### src/rtl/hhmm_clock_set.sv
// HH:MM real-time clock with a three-state set-mode FSM (RUN / SET_HOUR / SET_MIN),
// BCD hour/minute digits and a blink-driven per-digit blank mask.
module hhmm_clock_set #(
  parameter int TICK_DIV  = 100_000_000,
  parameter int BLINK_DIV = 25_000_000
) (
  input  logic       clk,
  input  logic       reset,
  input  logic       mode_pulse,
  input  logic       inc_pulse,
  output logic [3:0] hora_d,
  output logic [3:0] hora_u,
  output logic [3:0] min_d,
  output logic [3:0] min_u,
  output logic [1:0] set_mode,
  output logic [3:0] blank_mask
);

  localparam int PW = (TICK_DIV > 1) ? $clog2(TICK_DIV) : 1;
  localparam int BW = (BLINK_DIV > 1) ? $clog2(BLINK_DIV) : 1;

  typedef enum logic [1:0] {
    RUN      = 2'd0,
    SET_HOUR = 2'd1,
    SET_MIN  = 2'd2
  } state_t;

  state_t        state_r;
  state_t        next_state_s;
  logic [PW-1:0] presc_r;
  logic [5:0]    sec_r;
  logic [3:0]    hora_d_r, hora_u_r, min_d_r, min_u_r;
  logic [BW-1:0] blink_cnt_r;
  logic          blink_ph_r;
  logic [3:0]    blank_mask_r;

  logic          tick_s;
  logic          sec_wrap_s;
  logic          min_inc_s;
  logic          hour_inc_s;
  logic          enter_set_s;
  logic          leave_set_s;
  logic [BW-1:0] blink_cnt_next_s;
  logic          blink_ph_next_s;
  logic [3:0]    mask_next_s;
  logic [7:0]    min_next_s;
  logic [7:0]    hour_next_s;

  // Minute BCD increment, 59 wraps to 00 (carry handled by the caller).
  function automatic logic [7:0] bcd_min_inc(input logic [7:0] mm);
    logic [7:0] r;
    if (mm[3:0] >= 4'd9) begin
      r = (mm[7:4] >= 4'd5) ? 8'h00 : {mm[7:4] + 4'd1, 4'd0};
    end else begin
      r = {mm[7:4], mm[3:0] + 4'd1};
    end
    return r;
  endfunction

  // Hour BCD increment, 23 wraps to 00.
  function automatic logic [7:0] bcd_hour_inc(input logic [7:0] hh);
    logic [7:0] r;
    if ((hh[7:4] >= 4'd2) && (hh[3:0] >= 4'd3)) begin
      r = 8'h00;
    end else if (hh[3:0] >= 4'd9) begin
      r = {hh[7:4] + 4'd1, 4'd0};
    end else begin
      r = {hh[7:4], hh[3:0] + 4'd1};
    end
    return r;
  endfunction

  // Next-state, carry chain and blink/mask look-ahead so every output is a register.
  always_comb begin
    next_state_s = state_r;
    case (state_r)
      RUN:      next_state_s = mode_pulse ? SET_HOUR : RUN;
      SET_HOUR: next_state_s = mode_pulse ? SET_MIN : SET_HOUR;
      SET_MIN:  next_state_s = mode_pulse ? RUN : SET_MIN;
      default:  next_state_s = RUN;
    endcase

    tick_s      = (state_r == RUN) && (presc_r == PW'(TICK_DIV - 1));
    sec_wrap_s  = tick_s && (sec_r == 6'd59);
    min_inc_s   = sec_wrap_s || ((state_r == SET_MIN) && inc_pulse && !mode_pulse);
    hour_inc_s  = (sec_wrap_s && (min_d_r == 4'd5) && (min_u_r == 4'd9)) ||
                  ((state_r == SET_HOUR) && inc_pulse && !mode_pulse);
    enter_set_s = mode_pulse && ((state_r == RUN) || (state_r == SET_HOUR));
    leave_set_s = mode_pulse && (state_r == SET_MIN);

    min_next_s  = bcd_min_inc({min_d_r, min_u_r});
    hour_next_s = bcd_hour_inc({hora_d_r, hora_u_r});

    if (enter_set_s) begin
      blink_cnt_next_s = '0;
      blink_ph_next_s  = 1'b0;
    end else if (blink_cnt_r == BW'(BLINK_DIV - 1)) begin
      blink_cnt_next_s = '0;
      blink_ph_next_s  = ~blink_ph_r;
    end else begin
      blink_cnt_next_s = blink_cnt_r + BW'(1);
      blink_ph_next_s  = blink_ph_r;
    end

    case (next_state_s)
      SET_HOUR: mask_next_s = blink_ph_next_s ? 4'b1100 : 4'b0000;
      SET_MIN:  mask_next_s = blink_ph_next_s ? 4'b0011 : 4'b0000;
      default:  mask_next_s = 4'b0000;
    endcase
  end

  // Mode FSM, blink generator and registered mask.
  always_ff @(posedge clk or negedge reset) begin
    if (!reset) begin
      state_r      <= RUN;
      blink_cnt_r  <= '0;
      blink_ph_r   <= 1'b0;
      blank_mask_r <= 4'b0000;
    end else begin
      state_r      <= next_state_s;
      blink_cnt_r  <= blink_cnt_next_s;
      blink_ph_r   <= blink_ph_next_s;
      blank_mask_r <= mask_next_s;
    end
  end

  // Prescaler and seconds: run only in RUN, restart cleanly when an edit is committed.
  always_ff @(posedge clk or negedge reset) begin
    if (!reset) begin
      presc_r <= '0;
      sec_r   <= 6'd0;
    end else if (leave_set_s) begin
      presc_r <= '0;
      sec_r   <= 6'd0;
    end else if (state_r == RUN) begin
      presc_r <= tick_s ? '0 : presc_r + PW'(1);
      if (tick_s) begin
        sec_r <= sec_wrap_s ? 6'd0 : sec_r + 6'd1;
      end
    end
  end

  // BCD minute and hour digits.
  always_ff @(posedge clk or negedge reset) begin
    if (!reset) begin
      min_d_r  <= 4'd0;
      min_u_r  <= 4'd0;
      hora_d_r <= 4'd0;
      hora_u_r <= 4'd0;
    end else begin
      if (min_inc_s) begin
        {min_d_r, min_u_r} <= min_next_s;
      end
      if (hour_inc_s) begin
        {hora_d_r, hora_u_r} <= hour_next_s;
      end
    end
  end

  assign hora_d     = hora_d_r;
  assign hora_u     = hora_u_r;
  assign min_d      = min_d_r;
  assign min_u      = min_u_r;
  assign set_mode   = state_r;
  assign blank_mask = blank_mask_r;

endmodule

### config.mk
export PLATFORM = sky130hd
export DESIGN_NAME = hhmm_clock_set
export DESIGN_NICKNAME = d
export VERILOG_FILES = /design/src/rtl/hhmm_clock_set.sv
export SDC_FILE = /design/constraint.sdc
export NUM_CORES = 1
export LEC_CHECK = 0
export CORE_MARGIN = 4
export CORE_UTILIZATION = 54
export CTS_CLUSTER_DIAMETER = 100
export DETAILED_ROUTE_END_ITERATION = 10
export PLACE_DENSITY = 0.76
export SYNTH_ARGS = -nofsm -noshare
export SYNTH_HDL_FRONTEND = slang
export SYNTH_SLANG_ARGS = --single-unit
### constraint.sdc
create_clock -name clk -period 2 [get_ports clk]
set_input_delay 0.4 -clock clk [delete_from_list [all_inputs] [get_ports clk]]
set_output_delay 0.4 -clock clk [all_outputs]
set_load 0.02 [all_outputs]
==> flow_summary.json <==
{
  "slew_headroom_pct": 68.4,
  "yosysTopAreaCell": "dfrtp_1",
  "drive_above_1_share_pct": 23.2,
  "grt_usage_pct": 22.5,
  "ant_nets": 0,
  "worstPathMaxFanout": 4,
  "total_power_mw": 5.53,
  "synth_warnings": 0,
  "fmax_mhz": 485,
  "firstDrtPassIters": 4,
  "die_area_um2": 9600,
  "place_area_um2": 5230,
  "worst_skew_pair.late_latency_ns": 0.36,
  "cpMaxStageDelayCell": "or4_4",
  "clock-sinks": 79,
  "post-route-drc-count": 0,
  "final_common_cell": "dfrtp_1",
  "slowest_delay_ns": 0.55,
  "avgSynthCellArea_um2": 9.57,
  "regArea_um2": 1980,
  "r2r_start": "set_mode[1]",
  "die-height_um": 98,
  "powerDensity_nw_per_um2": 963,
  "ys.flop_type": "dfrtp_1",
  "maxSlewViolCount": 0,
  "io_pins": 26,
  "crit_chain": "or4_4 > nor4_4 > nand2_2 > or4_4 > a21oi_2",
  "routed_via_density": 5.86,
  "finalWorstSetupSlack_ns": -0.0616,
  "grt_pass1_wl_um": 17700,
  "period_minus_slack_ns": 2.06,
  "crit_required_ns": 2.30,
  "cts_tree": "built",
  "clk_pin_slew_ns": 0.09,
  "avgRoutedWirePerCell_um": 16.8,
  "hpwl_um": 7400,
  "synth_area_leaders": "dfrtp_1, xor2_1, nor2_1",
  "drv_cap": 0,
  "antenna_cells": 0,
  "synth_top_cell_area_share_pct": 45.2,
  "syn_area_um2": 4370,
  "async_reset_ff_share_pct": 100,
  "synth.net_count": 477,
  "place_ws_ns": -0.0929,
  "dieWidth_um": 98,
  "start_util_pct": 56.0,
  "holdWs_ns": 0.480,
  "gp_congestion": 0.898,
  "finalHoldViolCount": 0,
  "rows": 32,
  "drt_iter0_drc": 278,
  "nets": 576,
  "fill_cells": 547,
  "rsz0062_at_grt": "true",
  "cts_max_level": 3,
  "cp_data_arrival_time_ns": 2.36,
  "layout_common_cells": "dfrtp_1, buf_4, nor2_1",
  "portBuffers": 25,
  "antenna_found_initial": 0,
  "crit_type": "register to register",
  "critPathMostFrequentCell": "or4_4",
  "status": "finished with violations",
  "cp_num_buf_inv": 0,
  "post-route-period-util_pct": 103,
  "critPathTopFamily": "simple AND/OR/NAND/NOR gates",
  "setup_viol": 7,
  "synth_edf_count": 0,
  "crit_start": "set_mode[1]",
  "worstHoldPathType": "register to register",
  "grt_overflow": 0,
  "synth-seq-cells": 79,
  "syn-instance-count": 457,
  "worst_pin_slew_ns": 0.473,
  "multiInputGateArea_um2": 2410,
  "area_growth_pct": 31.2,
  "post-route-util_pct": 73.5,
  "grt_start_max_net_pins": 36,
  "crit_path_start_kind": "register",
  "via_count": 3880,
  "ctsLongestPathBuffers": 2,
  "fin_worst_skew_ns": 0.0101,
  "hp-start": "blink_cnt_r[0]",
  "cts_buffers": 9,
  "core-area_um2": 7810,
  "fin_area_um2": 5740,
  "power_leakage_nw": 2.68,
  "peakVddDrop_mv": 0.571,
  "routed_wl_um": 11100,
  "worstSetupEndpointType": "register",
  "violations": "negative setup slack",
  "synth_cell_types": 62,
  "clockRootBuffer": "clkbuf_8",
  "ys_seq_area_share_pct": 45.2,
  "grt_pass1_vias": 3794
}
## power by group
group,switching [mW],total [mW],internal (mW)
Sequential,0.249,2.10,1.85
Combinational,1.08,2.00,0.924
Clock,0.607,1.43,0.820
Total,1.94,5.53,3.59
## cells by family (layout without fill, tap and decap cells)
family                     after synthesis  after routing  share of synthesized area, %
and+or+nand+nor                        227            227                          28.6
AOI/OAI and AO/OA                       55             55                          8.61
muxes                                    5              5                          1.17
adders and majority gates               16             16                          4.58
DFF                                     79             79                          45.2
xor gates and xnor gates                42             42                          8.41
buffers and inverters                   33            136                          3.43
## synthesized netlist by cell type (3+ instances only)
master,count
and2_1,5
or4_1,3
a21o_1,4
nor3_1,7
nor2b_1,4
mux2i_1,4
a21oi_1,11
dfrtp_1,79
or2_2,3
nor2_1,60
o211ai_1,8
inv_1,18
and3_1,12
xnor2_1,11
buf_2,6
or3_1,3
clkbuf_1,4
buf_4,3
nand2b_1,7
o21ai_0,11
and4_1,9
ha_1,16
nand2_1,32
nand3_1,30
nor4_1,9
xor2_1,31
nand4_1,23
nor3b_1,3
## state kept, by name, summed over array words and instances, names as in the netlist
register / cells
presc_r: 27
blank_mask: 2
hora_u: 4
blink_ph_r: 1
sec_r: 6
blink_cnt_r: 25
set_mode: 2
min_d: 4
min_u: 4
hora_d: 4
## repair_timing
item,in CTS,in global routing
setup buffers,2,6
gates cloned,1,0
hold buffers,1,0
pin swaps,4,11
endpoints found under the setup margin,42,43
gates resized for setup,11,25
endpoints found under the hold margin,2,0
## cell type report
| class | instances | area share [%] |
|---|---|---|
| Sequential cell | 79 | 34.5 |
| Inverter | 18 | 1.18 |
| Clock inverter | 6 | 1.92 |
| Timing Repair Buffer | 103 | 16.0 |
| Clock buffer | 9 | 2.16 |
| Tap cell | 102 | 2.22 |
| Multi-Input combinational cell | 345 | 42.1 |
## worst register-to-register path, delay by kind of cell, from the launching register on
kind            cells  cell delay [ns]
simple gates        4             1.44
flops               1             0.43
compound gates      1             0.14
## final timing paths
path                             endpoint  slack (ns)  cells past startpoint
hold / removal             blink_cnt_r[0]        0.48                      1
hold reg to reg            blink_cnt_r[0]        0.48                      1
min in group asynchronous        min_u[0]        0.54                      2
max in group asynchronous  blink_cnt_r[2]        0.86                      3
setup / recovery                 sec_r[2]       -0.06                      5
setup reg to reg                 sec_r[2]       -0.06                      5
## layer usage
layer	global-route usage (%)	wire length [um]	vias to the layer above
met5	0	0	-
met4	7.35	187	0
met3	4.64	463	18
met2	37.5	5600	110
met1	29.2	4840	1924
li1	-	-	1828
## stage by stage
| stage | TNS, ns | instances |
|---|---|---|
| after floorplan | -0.0354 | 457 |
| after global placement | -0.0469 | 637 |
| after detailed placement | -0.346 | 637 |
| after CTS | -0.187 | 656 |
| after global routing | -1.30 | 662 |
| final | -0.166 | 662 |
No activity file was read; power rests on OpenSTA's default activity.
